<file path="src/rtl/sseg_pkg.sv">
// sseg_pkg: segment patterns and FSM encoding shared by the signed seven-segment driver.
// Rev 1.0
`default_nettype none

package sseg_pkg;

  typedef enum logic [0:0] {
    ST_IDLE = 1'b0,
    ST_CONV = 1'b1
  } state_t;

  localparam logic [6:0] SEG_BLANK = 7'h00;
  localparam logic [6:0] SEG_MINUS = 7'h40;
  localparam logic [6:0] SEG_E     = 7'h79;

  // Patterns are {g,f,e,d,c,b,a}, active-high.
  function automatic logic [6:0] seg_digit(input logic [3:0] d);
    logic [6:0] p;
    case (d)
      4'd0:    p = 7'h3F;
      4'd1:    p = 7'h06;
      4'd2:    p = 7'h5B;
      4'd3:    p = 7'h4F;
      4'd4:    p = 7'h66;
      4'd5:    p = 7'h6D;
      4'd6:    p = 7'h7D;
      4'd7:    p = 7'h07;
      4'd8:    p = 7'h7F;
      4'd9:    p = 7'h6F;
      default: p = SEG_BLANK;
    endcase
    return p;
  endfunction

endpackage

`default_nettype wire

</file>
<file path="src/rtl/sseg_encode.sv">
// sseg_encode: one digit position -> seven-segment pattern (error > minus > blank > digit).
// Rev 1.0
`default_nettype none

module sseg_encode
  import sseg_pkg::*;
(
  input  logic [3:0] i_digit,
  input  logic       i_blank,
  input  logic       i_minus,
  input  logic       i_error,
  output logic [6:0] o_seg
);

  always_comb begin
    o_seg = SEG_BLANK;
    if (i_error)      o_seg = SEG_E;
    else if (i_minus) o_seg = SEG_MINUS;
    else if (i_blank) o_seg = SEG_BLANK;
    else              o_seg = seg_digit(i_digit);
  end

endmodule

`default_nettype wire

</file>
<file path="src/rtl/snum_sseg_driver.sv">
// snum_sseg_driver: signed binary to blanked decimal seven-segment display, one digit per cycle.
// Rev 1.0
`default_nettype none

module snum_sseg_driver
  import sseg_pkg::*;
#(
  parameter int WIDTH  = 8,
  parameter int DIGITS = 4
) (
  input  logic                  clk,
  input  logic                  rst_n,
  input  logic                  start,
  input  logic [WIDTH-1:0]      value,
  input  logic                  display_en,
  output logic                  busy,
  output logic                  done,
  output logic                  overflow,
  output logic [7*DIGITS-1:0]   segs
);

  localparam int CNT_W = $clog2(DIGITS);

  state_t              r_state;
  state_t              w_next;
  logic                r_neg;
  logic [WIDTH-1:0]    r_mag;
  logic [CNT_W-1:0]    r_cnt;
  logic [3:0]          r_dig [DIGITS];
  logic [7*DIGITS-1:0] r_segs;
  logic                r_overflow;
  logic                r_done;

  logic                w_last;
  logic [WIDTH-1:0]    w_abs;
  logic [WIDTH-1:0]    w_quot;
  logic [3:0]          w_rem;
  logic                w_ov;
  logic [3:0]          w_dig [DIGITS];
  logic [DIGITS-1:0]   w_blank;
  logic [DIGITS-1:0]   w_minus;
  logic [DIGITS-1:0]   w_error;
  logic [7*DIGITS-1:0] w_seg_new;

  // Unsigned magnitude keeps -2^(WIDTH-1) exact.
  assign w_abs  = value[WIDTH-1] ? (~value + WIDTH'(1)) : value;
  assign w_quot = r_mag / WIDTH'(10);
  assign w_rem  = 4'(r_mag % WIDTH'(10));
  assign w_last = (r_cnt == CNT_W'(DIGITS-1));

  // On the commit cycle w_rem is the top digit and w_quot what is left beyond it.
  assign w_ov = r_neg ? ((w_quot != '0) || (w_rem != 4'd0)) : (w_quot != '0);

  always_ff @(posedge clk or negedge rst_n) begin
    if (!rst_n) r_state <= ST_IDLE;
    else        r_state <= w_next;
  end

  always_comb begin
    w_next = r_state;
    case (r_state)
      ST_IDLE: if (start)  w_next = ST_CONV;
      ST_CONV: if (w_last) w_next = ST_IDLE;
      default:             w_next = ST_IDLE;
    endcase
  end

  always_comb begin
    int msd;
    msd = 0;
    for (int i = 0; i < DIGITS; i++) begin
      w_dig[i] = (CNT_W'(i) == r_cnt) ? w_rem : r_dig[i];
      if (w_dig[i] != 4'd0) msd = i;
    end
    for (int i = 0; i < DIGITS; i++) begin
      w_error[i] = w_ov && (i == 0);
      w_minus[i] = !w_ov && r_neg && (i == msd + 1);
      w_blank[i] = w_ov ? (i != 0) : (i > msd);
    end
  end

  for (genvar g = 0; g < DIGITS; g++) begin : g_enc
    sseg_encode u_enc (
      .i_digit (w_dig[g]),
      .i_blank (w_blank[g]),
      .i_minus (w_minus[g]),
      .i_error (w_error[g]),
      .o_seg   (w_seg_new[7*g +: 7])
    );
  end

  always_ff @(posedge clk or negedge rst_n) begin
    if (!rst_n) begin
      r_neg      <= 1'b0;
      r_mag      <= '0;
      r_cnt      <= '0;
      r_segs     <= '0;
      r_overflow <= 1'b0;
      r_done     <= 1'b0;
      for (int i = 0; i < DIGITS; i++) r_dig[i] <= 4'd0;
    end else if (r_state == ST_IDLE) begin
      r_done <= 1'b0;
      if (start) begin
        r_neg <= value[WIDTH-1];
        r_mag <= w_abs;
        r_cnt <= '0;
      end
    end else begin
      r_dig[r_cnt] <= w_rem;
      r_mag        <= w_quot;
      r_cnt        <= r_cnt + CNT_W'(1);
      r_done       <= w_last;
      if (w_last) begin
        r_segs     <= w_seg_new;
        r_overflow <= w_ov;
      end
    end
  end

  assign busy     = (r_state == ST_CONV);
  assign done     = r_done;
  assign overflow = r_overflow;
  assign segs     = display_en ? r_segs : '0;

endmodule

`default_nettype wire

</file>
<file path="config.mk">
export PLATFORM = sky130hd
export DESIGN_NAME = snum_sseg_driver
export DESIGN_NICKNAME = d
export VERILOG_FILES = /design/src/rtl/sseg_pkg.sv /design/src/rtl/sseg_encode.sv /design/src/rtl/snum_sseg_driver.sv
export SDC_FILE = /design/constraint.sdc
export NUM_CORES = 1
export LEC_CHECK = 0
export CORE_AREA = 2 2 100 102
export DETAILED_ROUTE_END_ITERATION = 16
export DIE_AREA = 0 0 102 104
export PLACE_DENSITY_LB_ADDON = 0.25
export REMOVE_ABC_BUFFERS = 1
export SLEW_MARGIN = 10
export SYNTH_ARGS = -nofsm -noshare
export SYNTH_HDL_FRONTEND = slang
export SYNTH_HIERARCHICAL = 1
export SYNTH_SLANG_ARGS = --single-unit
</file>
<file path="constraint.sdc">
create_clock -name clk -period 9.55 [get_ports clk]
set_clock_uncertainty 0.15 [all_clocks]
set_input_delay 0.955 -clock clk [delete_from_list [all_inputs] [get_ports clk]]
set_output_delay 0.955 -clock clk [all_outputs]
set_load 0.01 [all_outputs]
</file>
Word level (Yosys, flattened, before mapping). Memories as Yosys holds them, arrays and structs flattened. Cells that the tools add are included.

Reduce and logical (&&, ||, !) cells: 18. Bitwise operators: 3. Magnitude comparators: 6. $add $sub $neg: 3. Muxes and demuxes: 34. Shift operators: 0. Multipliers: 0. Equality and inequality tests: 7. Div/mod/pow operators: 2.

Operators by type and width (count): equality test 3 x 32 -> 1 bit, first input constant (2); > comparator 3 x 32 -> 1 bit, first input constant (2); two-way mux 32 bit (2); two-way mux 7 bit (9); adder 32 x 2 -> 32 bit, second input constant (1); equality test 2 x 32 -> 1 bit, first input constant (1); > comparator 1 x 32 -> 1 bit, first input constant (1); > comparator 2 x 32 -> 1 bit, first input constant (1); logical NOT 32 bit (1); two-way mux 28 bit (1); two-way mux 8 bit (3); two-way mux 4 bit (5); bitwise mux 16 bit (1); nonzero test 4 bit (4); two-way mux 1 bit (9); adder 8 x 1 -> 8 bit, second input constant (1); demux 4 bit (select 2 bit) (1); divider 8 x 4 -> 8 bit, second input constant (1); remainder unit 8 x 4 -> 8 bit, second input constant (1); NOT 8 bit (1); nonzero test 8 bit (1); logical AND 1 bit (6); equality test 2 bit, first input constant (2); two-way mux 2 bit (2); other kinds (13) (14).

Input port bits: 12. Memories: 4. Bits in writable memories: 0. Word-level logic and storage cells: 88. Bits in read-only memories: 448. Bits in latches: 0. Output and inout port bits: 31. Register bits after elaboration: 58.

Memories: (name not given) (words 16, bits a word 7, read ports 1, clocked after memory_dff 0, write ports 0, line sseg_pkg.sv:19) `case (d)`; (name not given) (words 16, bits a word 7, read ports 1, clocked after memory_dff 0, write ports 0, line sseg_pkg.sv:19); (name not given) (words 16, bits a word 7, read ports 1, clocked after memory_dff 0, write ports 0, line sseg_pkg.sv:19); (name not given) (words 16, bits a word 7, read ports 1, clocked after memory_dff 0, write ports 0, line sseg_pkg.sv:19).

Logic depth before layout (Yosys ltp). Gate-level depths: netlist of the first run.

Depth after elaboration: 11. Mapped depth: 14. Mapped depth without buffers: 13.

Hierarchy. The synthesis of the first run kept the hierarchy.

By module, submodules not included: snum_sseg_driver (cells each 377, area an instance 3679.8 µm², instances 1, sequential area each 1451.4 µm²); sseg_encode (g_enc[0].u_enc ...) (cells each 34, area an instance 246.5 µm², instances 2, sequential area each 0.0 µm²); sseg_encode (g_enc[1].u_enc ...) (cells each 33, area an instance 245.2 µm², instances 2, sequential area each 0.0 µm²).

Worst setup path after synthesis of the first run. OpenSTA, ideal clock, no wires.

Path kind: register to register. From: register r_mag[7]. To: register r_segs[10]. Data arrival time: 3287 ps. Stages on the path, launching flop included: 14. Setup time: 125 ps. Path slack: 5989 ps. Cells stage by stage: dfrtp_1 buf_6 or3b_4 mux2_2 o211a_1 nor4bb_1 a221o_2 mux2_2 inv_1 ha_1 a21oi_1 o21ai_0 a31o_2 mux2_2.

RTL lines: start, declared (line snum_sseg_driver.sv:27) `logic [WIDTH-1:0] r_mag;`; start signal, assigned (line snum_sseg_driver.sv:105) `r_mag <= w_abs;`; start signal, assigned (line snum_sseg_driver.sv:110) `r_mag <= w_quot;`; end signal, assigned (line snum_sseg_driver.sv:114) `r_segs <= w_seg_new;`; end, declared (line snum_sseg_driver.sv:30) `logic [7*DIGITS-1:0] r_segs;`.

==> impl_metrics.ini, run 1 <==
[status]
status = completed

[route]
drtIter0Drc = 104
vias = 3656
routedWlPerCell_um = 13.66
antenna_left = 0
route.detailed.drc = 0
wl_mm = 9.441
drt-vias-per-instance = 5.291
drt_pass1_iterations = 4

[floorplanning]
io_pins = 43
start_util_pct = 48.83
rows = 36
core-area_um2 = 9549
die_h_um = 104
fp.dieW_um = 102
die_area_um2 = 10610

[timing]
rsz0062_at_grt = false
tightest_slew_ns = 0.9126
hold_ws_ns = 0.3459
min_period_over_period_pct = 44.43
report.final.slew_viol_count = 0
relSlewSlack_pct = 39.16
final_hold_viol_count = 0
fin_crit_ns = 4.243
clock.fmax_mhz = 235.7
tns_ns = 0
setup_violations = 0

[yosys]
syn_area_per_cell_um2 = 9.126
synth_ff_type = dfrtp_1
synth_edf_count = 0
yosys_warnings = 6
syn_area_um2 = 4663
yosysSeqAreaShare_pct = 31.12
synth-seq-cells = 58
synth-async-reset-ratio_pct = 100.0
synthesis.instances = 511
synth_cell_type_count = 70

[grt]
gr-total-overflow = 0
antenna_found_initial = 0
grt.total_usage_pct = 18.66
grt_pass1_wl_mm = 16.15
grt_pass1_vias = 3487
grt_max_degree = 59

[clocking]
cts_setup_buffers = 0
tritoncts = done
clk_latency_ns = 0.34
cts_made_buffers = 9
htreeDepth = 3
clkSinkCount = 58
root_buffer = clkbuf_8
ctsLongestPathBuffers = 2
clkTransAtPathRegs_ns = 0.07
cts_hold_buffers = 0
ctsResizeCount = 0

[power_and_ir_drop]
p_total_mw = 1.851
powerDensity_nw_per_um2 = 350.5
ir_drop_mv = 0.1476
leakage_nw = 2.227

[layout]
area_delta_synth_final_pct = 13.28
num-nets-final = 591
mostFrequentLayoutCells = 58 x dfrtp_1, 46 x mux2_2, 45 x nor2_1
stdcell_count = 691
drive_gt1_share_pct = 16.31
multiInputGateArea_um2 = 2960
fillers = 870
regArea_um2 = 1451
mostFrequentLayoutCell = dfrtp_1
finalCoreUtilization_pct = 55.32
num_antenna_cells = 0

[placed_design]
place_hpwl_mm = 6.526
gp_congestion = 0.8195
dp.cells = 676
place.port_buffers = 42

[critical_path]
critical_path_class = reg2reg
cp.arrival_ns = 4.32
rrSetupSlack_ns = 5.31
start_kind = register
worst_setup_path_end_kind = register
cp_max_fo = 24
cp.required_ns = 9.63

[hold_path]
hp-class = reg2reg

[job]
cap_violations = 0
## synth_stat cells (all sizes together), types with 2 or more instances
cell    count  area, µm²
a21o        2      16.27
a22oi       3      22.52
a221oi      3      26.28
xor2        6      52.55
a31oi       4      31.28
ha         25      312.8
nor3b       4      30.03
o22ai       2      12.51
or3         3      18.77
and2       31      195.2
a32oi       2      17.52
a31o        6      52.55
nor2       47      181.4
nor3        8      40.04
xnor2       8      70.07
a211oi     15      112.6
nand3b      2      15.01
o21bai     10      75.07
nand2      34      135.1
a21oi      22      110.1
nand2b     12      77.58
or2         5      31.28
clkbuf     18      127.6
and2b       3      22.52
o31ai       6      45.04
a211o       5      43.79
o21ai      36      195.2
nor4b       5      43.79
nor4        6      43.79
dfrtp      58       1451
mux2i       5      50.05
nor2b       7      43.79
a21bo       2      20.02
inv        19      71.32
buf        17      132.6
and3b       4      37.54
nor4bb      2      20.02
mux2       46      518.0
## flip-flops by register name, summed over array words and instances, names as in the netlist
signal / count
r_dig: 16
r_neg: 1
done: 1
r_segs: 28
overflow: 1
r_cnt: 2
r_mag: 8
busy: 1
## kinds of logic after synthesis
kind of cell    after synthesis  share of synthesized area (%)
mux                          51                          12.18
simple gates                180                          21.33
xor+xnor                     14                          2.630
other cells                   1                        0.08042
buf+inv                      56                          7.405
compound gates              125                          18.33
flops                        58                          31.12
fa+ha+maj                    26                          6.922
## where the power goes
part / leakage (nW) / internal [mW] / switching, mW
sequential: 0.710 / 0.352 / 0.114
clock: 0.105 / 0.144 / 0.102
combinational: 1.41 / 0.517 / 0.622
## critical path: stages, from the launching register on
cell and delay [ns]:
dfrtp_1 0.78, xnor2_1 0.24, a21oi_1 0.24, o311ai_2 0.16
nor4_2 0.52, nor2_1 0.08, a221o_2 0.44, mux2_2 0.36
inv_1 0.12, ha_1 0.25, a21oi_1 0.14, o21ai_0 0.11
a31o_2 0.28, mux2_2 0.25
## final cells by class
cell class / instances / area share [%]
Multi-Input combinational cell: 422 / 56.04
Sequential cell: 58 / 27.48
Timing Repair Buffer: 43 / 8.006
Tap cell: 133 / 3.150
Clock buffer: 9 / 2.345
Clock inverter: 6 / 1.563
Inverter: 20 / 1.421
## stage by stage
| stage | area [µm²] | worst slack, ns |
|---|---|---|
| 6_report | 5283 | 5.307 |
| 5_1_grt | 5283 | 4.927 |
| 4_1_cts | 5283 | 5.320 |
| 3_5_place_dp | 5076 | 5.344 |
| 3_3_place_gp | 5076 | 5.442 |
| 2_1_floorplan | 4487 | 5.780 |
## layer usage
layer  vias to the layer above  GRT usage (%)  wire [µm]
met5                         -              0          0
met1                      1729          24.89       4566
li1                       1861              -          -
met4                         0          5.429         86
met2                        57          30.40       4501
met3                         9          3.831        286
## final timing paths
check                                       from                     end  depth (start not counted)
max in group asynchronous                  rst_n  r_segs[22]$_DFFE_PN0P_                          2
setup reg to reg            r_mag[3]$_DFFE_PN0P_  r_segs[24]$_DFFE_PN0P_                         13
hold reg to reg            r_dig[14]$_DFFE_PN0P_   r_dig[14]$_DFFE_PN0P_                          2
min in group asynchronous                  rst_n   r_segs[6]$_DFFE_PN0P_                          2
setup / recovery            r_mag[3]$_DFFE_PN0P_  r_segs[24]$_DFFE_PN0P_                         13
hold / removal             r_dig[14]$_DFFE_PN0P_   r_dig[14]$_DFFE_PN0P_                          2
Power figures use the tool's default switching activity.
==> run 2, diff against run 1 <==
Clock period 9.55 ns to 4.4 ns, I/O delays scaled along.
==> run 2 against run 1 <==
Clock-buffer cell count increased by 3; critical path type unchanged; via count increased by 1.4%; routed wire length increased by 1.3%; first-iteration DRC count increased by 0.96%; setup slack got worse by 5.0 ns.
==> impl_metrics.ini, run 2 (synthesis results as in run 1) <==
[grt]
grt_pass1_wl_mm = 16.55
gr-total-overflow = 0
grt_pass1_vias = 3594
grt.total_usage_pct = 19.17
antenna_found_initial = 0
grt_max_degree = 40

[timing]
tightest_slew_ns = 0.8948
final_hold_viol_count = 0
hold_ws_ns = 0.3326
tns_ns = 0
min_period_over_period_pct = 92.81
setup_violations = 0
relSlewSlack_pct = 40.35
rsz0062_at_grt = false
fin_crit_ns = 4.083
finalWorstSetupSlack_ns = 0.3165
clock.fmax_mhz = 244.9
report.final.slew_viol_count = 0

[layout]
finalCoreUtilization_pct = 55.74
reg_top3 = r_segs (28), r_dig (16), r_mag (8)
drive_gt1_share_pct = 17.49
largest_reg_flops = 28
top_register = r_segs
num_antenna_cells = 0
area_delta_synth_final_pct = 14.14
mostFrequentLayoutCell = dfrtp_1
mostFrequentLayoutCells = 57 x dfrtp_1, 46 x mux2_2, 45 x nor2_1
num-nets-final = 598
stdcell_count = 699
fillers = 899

[placed_design]
place_hpwl_mm = 6.967
place_ws_ns = 0.3143
gp_congestion = 0.8667
place.port_buffers = 42
dp.cells = 682

[route]
drtIter0Drc = 105
wl_mm = 9.565
route.detailed.drc = 0
drt-vias-per-instance = 5.305
drt_pass1_iterations = 6
antenna_left = 0
vias = 3708
routedWlPerCell_um = 13.68

[clocking]
clkTransAtPathRegs_ns = 0.07
htreeDepth = 3
clkSinkCount = 58
tritoncts = done
ctsLongestPathBuffers = 2
clk_latency_ns = 0.34
root_buffer = clkbuf_8
cts_setup_buffers = 0
cts_made_buffers = 9

[floorplanning]
io_pins = 43
core-area_um2 = 9549
die_area_um2 = 10610
die_h_um = 104
start_util_pct = 48.83
fp.dieW_um = 102
rows = 36

[power_and_ir_drop]
ir_drop_mv = 0.3922
leakage_nw = 2.250
powerDensity_nw_per_um2 = 750.8

[critical_path]
crit_start = r_mag[4]$_DFFE_PN0P_
start_kind = register
cp.arrival_ns = 4.16
worst_setup_path_end_kind = register
r2r_start = r_mag[4]$_DFFE_PN0P_
cp.required_ns = 4.48
cp_max_fo = 24
critical_path_class = reg2reg

[job]
cap_violations = 0

[hold_path]
hp-class = reg2reg
hp-start = r_dig[15]$_DFFE_PN0P_

[status]
status = completed
[run 2: changes by cell type in the layout (fill, tap and decap cells not counted), sizes merged]
cell	before	now
clkinv	4	3
bufinv	2	0
dlygate4sd3	0	1
clkinvlp	1	2
clkbuf	9	12
buf	2	8
[run 2: final cells by class]
cell class                 instances  area [µm²]  share of cell area [%]
inverter                          20       75.07                   1.410
clock inverter                     4       25.02                  0.4701
tap                              133       166.4                   3.126
clock buffer                      12       165.2                   3.103
timing repair buffer              50       478.0                   8.980
sequential                        58        1453                   27.29
multi-input combinational        422        2960                   55.62
[run 2: timing repair]
item                                    CTS  global route
endpoints found under the setup margin    0             2
hold endpoints to repair                 19             0
gates resized for setup                   0             1
hold buffers                              1             0
[run 2: final timing paths]
check                           slack, ns                      to  cells after the start
worst min-delay path                 0.33   r_dig[15]$_DFFE_PN0P_                      2
max in group asynchronous            2.79    r_mag[3]$_DFFE_PN0P_                      3
min in group asynchronous            0.44   r_segs[5]$_DFFE_PN0P_                      2
worst min register to register       0.33   r_dig[15]$_DFFE_PN0P_                      2
worst max-delay path                 0.32  r_segs[24]$_DFFE_PN0P_                     12
worst max register to register       0.32  r_segs[24]$_DFFE_PN0P_                     12
[run 2: layer usage]
layer / vias to the layer above / wire, µm / global-route usage, %
li1: 1873 / - / -
met1: 1736 / 4443 / 25.05
met2: 90 / 4590 / 31.81
met3: 9 / 422 / 4.704
met4: 0 / 109 / 4.476
met5: - / 0 / 0
[run 2: worst max-delay path, cell delays in order (launching register included)]
cell and delay, ns:
dfrtp_1 0.75, or4b_1 0.51, a21o_2 0.24, o211a_1 0.16
nor4bb_1 0.16, a221o_2 0.51, mux2_2 0.36, inv_1 0.12
ha_1 0.25, a21oi_1 0.13, o21ai_0 0.10, a31o_2 0.28
mux2_2 0.25
[run 2: metrics by stage]
step / total power [mW] / area, µm²
2_1_floorplan: 2.823 / 4487
5_1_grt: 4.394 / 5323
6_report: 3.996 / 5323
4_1_cts: 4.019 / 5321
3_5_place_dp: 3.525 / 5121
3_3_place_gp: 3.442 / 5121
[run 2: report_power, final]
part | total, mW | internal (mW) | leakage, nW | switching, mW
Sequential | 1.00 | 0.766 | 0.709 | 0.237
Combinational | 2.52 | 1.16 | 1.45 | 1.37
Clock | 0.470 | 0.248 | 0.0944 | 0.222
==> run 3, diff against run 2 <==
Settings changed: SETUP_SLACK_MARGIN set to 0.3.
==> run 3 against run 2 <==
Clock-buffer cell count unchanged; largest cell class unchanged; routed wire length up 1.2%; largest power group unchanged; sequential share of layout area fell by 0.053 points; clock power is essentially flat; global-route usage did not move.
==> impl_metrics.ini, run 3 (synthesis results as in run 1) <==
[layout]
reg_top3 = r_segs (28), r_dig (16), r_mag (8)
largest_reg_flops = 28
top_register = r_segs
mostFrequentLayoutCells = 53 x dfrtp_1, 46 x mux2_2, 45 x nor2_1
finalCoreUtilization_pct = 56.04
mostFrequentLayoutCell = dfrtp_1
final_area_um2 = 5351
num-nets-final = 598
drive_gt1_share_pct = 18.90
area_delta_synth_final_pct = 14.76
num_antenna_cells = 0

[clocking]
ctsLongestPathBuffers = 2
clkTransAtPathRegs_ns = 0.07
clk_latency_ns = 0.34
clkSinkCount = 58
cts_setup_buffers = 0
root_buffer = clkbuf_8
tritoncts = done
cts_made_buffers = 9
htreeDepth = 3

[power_and_ir_drop]
p_total_mw = 4.036
powerDensity_nw_per_um2 = 754.1
leakage_nw = 2.249
ir_drop_mv = 0.3931

[timing]
min_period_over_period_pct = 89.47
fin_crit_ns = 3.937
tns_ns = 0
report.final.slew_viol_count = 0
relSlewSlack_pct = 44.59
final_hold_viol_count = 0
rsz0062_at_grt = true
clock.fmax_mhz = 254.0
tightest_slew_ns = 0.8282
setup_violations = 0
finalWorstSetupSlack_ns = 0.4635

[floorplanning]
die_h_um = 104
die_area_um2 = 10610
io_pins = 43
core-area_um2 = 9549
rows = 36
start_util_pct = 48.83
fp.dieW_um = 102

[route]
wl_mm = 9.679
drtIter0Drc = 91
drt-vias-per-instance = 5.309
drt_pass1_iterations = 7
route.detailed.drc = 0
vias = 3711
antenna_left = 0
routedWlPerCell_um = 13.85

[critical_path]
worst_setup_path_end_kind = register
crit_top_cell = mux2_2
crit_slowest_cell = dfrtp_2
cp.arrival_ns = 4.01
cp_cell_sequence = or3b_4 -> mux2_2 -> o211a_1 -> nor4bb_1 -> a221o_2 -> mux2_2 -> inv_1 -> ha_1 -> a21oi_1 -> o21ai_0 -> a31o_2 -> mux2_2
slowest_delay_ns = 0.55
start_kind = register
crit_start = r_mag[3]$_DFFE_PN0P_
r2r_start = r_mag[3]$_DFFE_PN0P_
cp.required_ns = 4.47
cp_max_fo = 24
critical_path_class = reg2reg

[grt]
grt_pass1_vias = 3594
grt_pass1_wl_mm = 16.55
gr-total-overflow = 0
antenna_found_initial = 0
grt_max_degree = 40
grt.total_usage_pct = 19.17

[placed_design]
place_area_um2 = 5121
gp_congestion = 0.8667
place_hpwl_mm = 6.967
place_ws_ns = 0.3143
place.port_buffers = 42

[hold_path]
hp-start = r_dig[15]$_DFFE_PN0P_
hp-class = reg2reg

[job]
cap_violations = 0

[status]
status = completed
run 3: changes by cell type in the layout (fill, tap and decap cells not counted):
cell	previous run	this run
dfrtp_2	1	5
nor4_4	0	1
nor4_2	1	0
a21oi_1	22	18
a21oi_2	0	4
dfrtp_1	57	53
run 3: cell type report:
type / count / area, µm²
Multi-Input combinational cell: 422 / 2984
Fill cell: 897 / 4198
Timing Repair Buffer: 50 / 478.0
Sequential cell: 58 / 1458
Inverter: 20 / 75.07
Tap cell: 133 / 166.4
Clock buffer: 12 / 165.2
Clock inverter: 4 / 25.02
run 3: path summary, 6_finish.rpt:
check / end / slack [ns] / cells after the start
min in group asynchronous: r_segs[5]$_DFFE_PN0P_ / 0.44 / 2
max: r_segs[24]$_DFFE_PN0P_ / 0.46 / 12
max in group asynchronous: r_mag[2]$_DFFE_PN0P_ / 2.78 / 3
max reg2reg: r_segs[24]$_DFFE_PN0P_ / 0.46 / 12
min reg2reg: r_dig[15]$_DFFE_PN0P_ / 0.33 / 2
min: r_dig[15]$_DFFE_PN0P_ / 0.33 / 2
run 3: worst max-delay path: cells and delay by family (launching register included):
| kind | cells | cell delay [ns] |
|---|---|---|
| AO/OA/AOI/OAI | 5 | 1.24 |
| multiplexers | 3 | 0.89 |
| AND/OR/NAND/NOR | 2 | 0.60 |
| flip-flops | 1 | 0.55 |
| adder cells (fa/ha/maj) | 1 | 0.25 |
| buffers and inverters | 1 | 0.12 |
run 3: metrics by stage:
stage	std cells	hold slack, ns
after floorplan	500	-0.005591
after global placement	682	0.2587
after detailed placement	682	0.2684
after CTS	699	0.3378
after global routing	699	0.3688
final	699	0.3324
run 3: power by group:
group | internal [mW] | switching, mW | total (mW)
sequential | 0.768 | 0.237 | 1.00
clock | 0.248 | 0.223 | 0.471
combinational | 1.17 | 1.39 | 2.56
run 3: metal layers:
metal  share of wire, %  vias to the layer above  GRT usage (%)
met1                 47                     1733          25.05
met4                1.3                        0          4.476
li1                   -                     1882              -
met5                  0                        -              0
met3                4.1                       11          4.704
met2                 48                       85          31.81
run 3: timing repair:
item	CTS	global route
gates cloned	0	0
resized for setup	1	9
hold buffers	1	0
setup endpoints to repair	2	17
endpoints found under the hold margin	19	0
==> RTL edit 1: new RTL, config.mk and constraints of run 1 <==
Change the parameter `DIGITS` from 4 to 2.
--- a/src/rtl/snum_sseg_driver.sv
+++ b/src/rtl/snum_sseg_driver.sv
@@ -6,7 +6,7 @@
   import sseg_pkg::*;
 #(
   parameter int WIDTH  = 8,
-  parameter int DIGITS = 4
+  parameter int DIGITS = 2
 ) (
   input  logic                  clk,
   input  logic                  rst_n,
Ports: changed (resized segs); port bits go from 43 to 29. No check against the original RTL was run, so the function may have changed too.
==> RTL edit 1 against run 1 <==
Synthesized cell count decreased by 27%. Via count decreased by 25%. Fmax increased by 1.8%. Design area decreased by 31%. Sequential cell count decreased by 23. Area after synthesis decreased by 30%. Worst setup slack improved by 0.077 ns. Count of clock-buffer cells in the layout decreased by 3. Global-route usage decreased by 3.9 points. Total power decreased by 35%. Sequential share of layout area decreased by 3.5 points. Wire length decreased by 21%.
==> RTL edit 1: results (changes against run 1) <==
stage,metric,value,unit,change
grt,vias in the first global route,2594,,-26%
drt,via count,2742,,-25%
placement,HPWL after detailed placement,5350,um,-18%
placement,placed cell area,3570,um^2,-30%
drt,Iter 0 DRT Violations,163,,+57%
final_layout,Filler cells,1013,,+16%
worst_setup_path,Worst Path Arrival,4.20,ns,-0.12 ns
final_layout,Top Registers,"r_segs: 14 flops, r_dig: 8 flops, r_mag: 8 flops",,
logic_synthesis,largest cells by area after synthesis,"dfrtp_1 27%, mux2_2 5.5%, ha_1 4.2%",,
logic_synthesis,"Distinct cells, synth",77,,+10%
placement,GP Congestion,0.829,,+1.2%
outcome,status,finished clean,,
drt,Post-Route WL,7500,um,-21%
placement,IO Port Bufs,28,,-33%
grt,Overall Global Routing Usage,14.7,%,-3.9 points
worst_setup_path,Register-to-Register Path Depth,11,,-2
grt,first-pass GRT wire length,12800,um,-21%
logic_synthesis,sequential element share of the synthesized area,26.9,%,-4.3 points
logic_synthesis,"top cells by count, synth","35 x dfrtp_1, 31 x nor2_1, 28 x nand2_1",,
final_layout,nets@finish,417,,-29%
final_layout,Syn-to-layout area delta,12.1,%,
sta,worst slew pin tran,0.959,ns,+0.0462 ns
clock_tree,H-tree depth,2,,-1
final_layout,layout cells sized above 1,11.6,%,-4.7 points
worst_setup_path,Critical Path Fanout Max,28,,+17%
[RTL edit 1: changes by cell type after synthesis, sizes merged, moves of 6 or more]
cell           run 1  this run
a211oi            15         9
a21oi             22        16
a31o               6         0
and2              31        14
clkbuf            18        11
dfrtp             58        35
ha                25        11
mux2              46        16
nor2              47        33
o21ai             36        29
[RTL edit 1: final cells by class]
cell class / instances / share of cell area, %
inverter: 15 / 1.54
clock buffer: 6 / 1.99
timing repair buffer: 30 / 8.08
tap: 133 / 4.55
sequential: 35 / 24.0
clock inverter: 2 / 0.342
multi-input combinational: 307 / 59.5
[RTL edit 1: path summary, 6_finish.rpt]
path / start / to / slack, ns
max in group asynchronous: rst_n / r_dig[1] / 7.98
worst max register to register: r_mag[6] / r_segs[3] / 5.38
worst max-delay path: r_mag[6] / r_segs[3] / 5.38
worst min register to register: r_dig[6] / r_dig[6] / 0.34
worst min-delay path: r_dig[6] / r_dig[6] / 0.34
min in group asynchronous: rst_n / r_segs[4] / 0.92
[RTL edit 1: critical path, stage by stage, from the launching register on]
cell and delay [ns]:
dfrtp_1 0.96, and4bb_1 0.33, a311oi_2 0.34, a22oi_4 0.11
nor3_1 0.33, o22ai_1 0.16, o21ai_0 0.53, inv_1 0.17
ha_1 0.34, a211oi_1 0.28, o21bai_1 0.09, mux2_2 0.25
[RTL edit 1: per-stage QoR]
| stage | setup WS, ns | std cells | total power, mW |
|---|---|---|---|
| finish | 5.38 | 528 | 1.21 |
| detailed placement | 5.40 | 520 | 1.10 |
| CTS | 5.38 | 528 | 1.21 |
| global placement | 5.56 | 520 | 1.08 |
| global route | 5.07 | 528 | 1.33 |
| floorplan | 5.88 | 357 | 0.876 |
[RTL edit 1: per-layer routing]
layer  routed length (um)  up-vias  GRT usage (%)  share of wire [%]
li1                     -     1382              -                  -
met1                 3760     1295           21.7                 50
met2                 3370       54           21.9                 45
met3                  211       11           2.35                2.8
met4                  150        0           4.57                2.0
met5                    0        -              0                  0
[RTL edit 1: logic make-up after synthesis]
family	share of synthesized area [%]
AOI/OAI and AO/OA	23.6
buffers and inverters	7.68
and+or+nand+nor	26.5
other	0.115
DFF	26.9
muxes	7.06
xor gates and xnor gates	3.95
adders and majority gates	4.22
[RTL edit 1: power breakdown]
group / internal [mW] / switching [mW] / total, mW / leakage, nW
Sequential: 0.207 / 0.101 / 0.308 / 0.423
Combinational: 0.339 / 0.449 / 0.788 / 1.03
Clock: 0.0511 / 0.0603 / 0.111 / 0.0412
==> RTL edit 2: new RTL, settings of run 1 <==
Made on the original files. Reset style: synchronous (`rst_n`), changed in 2 clocked blocks.
--- a/src/rtl/snum_sseg_driver.sv
+++ b/src/rtl/snum_sseg_driver.sv
@@ -51,7 +51,7 @@
   // On the commit cycle w_rem is the top digit and w_quot what is left beyond it.
   assign w_ov = r_neg ? ((w_quot != '0) || (w_rem != 4'd0)) : (w_quot != '0);
 
-  always_ff @(posedge clk or negedge rst_n) begin
+  always_ff @(posedge clk) begin
     if (!rst_n) r_state <= ST_IDLE;
     else        r_state <= w_next;
   end
@@ -89,7 +89,7 @@
     );
   end
 
-  always_ff @(posedge clk or negedge rst_n) begin
+  always_ff @(posedge clk) begin
     if (!rst_n) begin
       r_neg      <= 1'b0;
       r_mag      <= '0;
Check against the original RTL: differs if rst_n is asserted again (counterexample within 4 cycles, from zero or initial values and one cycle with rst_n low); with rst_n held inactive, the same outputs for 10 cycles.
==> RTL edit 2 against run 1 <==
First-iteration DRC count rose by 73%. Design area fell by 3.5%. Sequential share of layout area fell by 1.5 points. Synthesized cell count rose by 1.4%. Area after synthesis fell by 6.4%. Highest routed layer unchanged. Final cell count rose by 1.3%. Sequential cell count did not move. Worst setup slack improved by 0.071 ns. Via count rose by 2.0%. Wire length fell by 0.18%.
Power is not compared: it rests on default switching activity, and its combinational part moved more than twofold at a synthesized area within 25%.
==> RTL edit 2: results (changes against run 1) <==
stage,metric,value,unit,change
outcome,status,finished clean,,
logic_synthesis,post-synthesis compound-gate area fraction,24.9,%,+6.6 points
drt,Pre-antenna DRT Iters,5,,+1
min_path,Hold Crit Depth,1,,-1
logic_synthesis,"Distinct cells, synth",67,,-4.3%
logic_synthesis,number of synthesized flops with an enable pin,16,,+16
final_layout,Ant. Diodes,0,,unchanged
logic_synthesis,multiplexer share of the synthesized area,2.87,%,-9.3 points
grt,Overall Global Routing Usage,18.4,%,-0.22 points
grt,initial antenna violation count,0,,unchanged
worst_setup_path,slowest cell on the critical path,dfxtp_1,,
clock_tree,Num CTS Buffers,9,,unchanged
min_path,worst min-delay path class,reg2reg,,
power,worst vdd ir,0.108,mV,
logic_synthesis,adder-cell share of the synthesized area,7.39,%,+0.47 points
final_layout,nets@finish,599,,+1.4%
placement,GP Congestion,0.829,,+1.2%
logic_synthesis,largest cells by area after synthesis,"dfxtp_1 19%, edfxtp_1 11%, ha_1 7.2%",,
logic_synthesis,"top cells by count, synth","60 x nor2_1, 42 x dfxtp_1, 30 x a22o_1, 30 x and2_1",,
grt,first-pass GRT wire length,16000,um,-1.1%
placement,HPWL after detailed placement,6960,um,+6.6%
grt,vias in the first global route,3505,,+0.52%
final_layout,layout cells sized above 1,7.41,%,-8.9 points
drt,Via-to-Cell Ratio,5.33,,+0.66%
clock_tree,Clock Latency Late Sink,0.34,ns,about the same
power,switching share of power,31.6,%,
worst_setup_path,Worst Path Arrival,4.26,ns,-0.06 ns
logic_synthesis,ys async rst share,0,%,-100 points
worst_setup_path,crit-path max cell delay,0.82,ns,+0.04 ns
logic_synthesis,sequential element share of the synthesized area,30.3,%,-0.87 points
clock_tree,register clock-pin slew on the reported worst setup and hold paths,0.07,ns,about the same
logic_synthesis,post-synthesis xor/xnor area fraction,2.81,%,+0.18 points
clock_tree,CTS resizes,0,,unchanged
worst_setup_path,Critical Path Fanout Max,23,,-4.2%
clock_tree,CTS Root Cell,clkbuf_8,,
clock_tree,setup bufs post-CTS,0,,unchanged
clock_tree,H-tree depth,3,,unchanged
worst_setup_path,"CP delay by family, top",compound AO/OA/AOI/OAI gates,,
placement,placed cell area,4860,um^2,-4.3%
power,Pleak,2.02,nW,
final_layout,Top Registers,"r_segs: 28 flops, r_dig: 16 flops, r_mag: 8 flops",,
grt,largest net degree at the start of global routing,30,,-49%
worst_setup_path,Register-to-Register Path Depth,12,,-1
sta,minimum hold slack,0.321,ns,-0.0252 ns
clock_tree,CTS Buffer Depth,2,,unchanged
sta,max-slew violations,0,,unchanged
drt,Iter 0 DRT Violations,180,,+73%
placement,IO Port Bufs,42,,unchanged
worst_setup_path,r2r setup slk,5.38,ns,+0.07 ns
final_layout,most flop-heavy register,r_segs,,
drt,Post-Route WL,9420,um,-0.18%
logic_synthesis,yosys warns,6,,unchanged
sta,worst slew pin tran,0.917,ns,+0.00442 ns
## RTL edit 2: kinds of logic (layout without fill, tap and decap cells)
| group | after synthesis | in the layout |
|---|---|---|
| AND/OR/NAND/NOR | 201 | 201 |
| AO/OA/AOI/OAI | 145 | 145 |
| buffers and inverters | 61 | 85 |
| flip-flops | 58 | 58 |
| adder cells (fa/ha/maj) | 26 | 26 |
| XOR/XNOR | 14 | 14 |
| multiplexers | 12 | 12 |
| other | 1 | 26 |
## RTL edit 2: worst paths after layout
path | start | endpoint
setup / recovery | r_mag[7] | r_segs[24]
hold / removal | r_segs[26] | r_segs[26]
setup reg to reg | r_mag[7] | r_segs[24]
hold reg to reg | r_segs[26] | r_segs[26]
## RTL edit 2: per-layer routing
| layer | share of wire (%) | GRT usage, % |
|---|---|---|
| met4 | 1.1 | 5.71 |
| met2 | 48 | 30.8 |
| met1 | 48 | 23.7 |
| met5 | 0 | 0 |
| met3 | 3.5 | 3.76 |
## RTL edit 2: cell type report
type | instances | area [um^2]
clock buffers | 14 | 226
clock inverters | 2 | 10.0
fillers | 936 | 4450
inverters | 26 | 97.6
multi-input cells | 424 | 2850
flip-flops and latches | 58 | 1320
well taps | 133 | 166
repair buffers | 43 | 428
## RTL edit 2: worst reg2reg max path: stages, from the launching register on
cell      delay, ns
dfxtp_1        0.82
inv_1          0.27
xnor2_1        0.22
a211o_1        0.36
o311a_4        0.39
a211oi_4       0.47
a21oi_1        0.27
inv_1          0.16
ha_1           0.25
a21oi_1        0.13
o21ai_0        0.10
a31o_2         0.28
a22o_1         0.18
## RTL edit 2: metrics by stage
| step | utilization [%] | setup WS [ns] | instances |
|---|---|---|---|
| finish | 53.4 | 5.38 | 700 |
| floorplan | - | 5.94 | 508 |
| global route | 53.4 | 4.94 | 700 |
| CTS | 53.4 | 5.39 | 700 |
| detailed placement | 50.9 | 5.40 | 684 |
| global placement | 50.9 | 5.42 | 684 |
## RTL edit 2: power groups by stage
stage               sequential (mW)  combinational (mW)  clock [mW]
finish                        0.275               0.179       0.255
global route                  0.276               0.202       0.271
CTS                           0.275               0.179       0.260
detailed placement            0.280               0.178           0
global placement              0.279               0.174           0
floorplan                     0.275               0.136           0
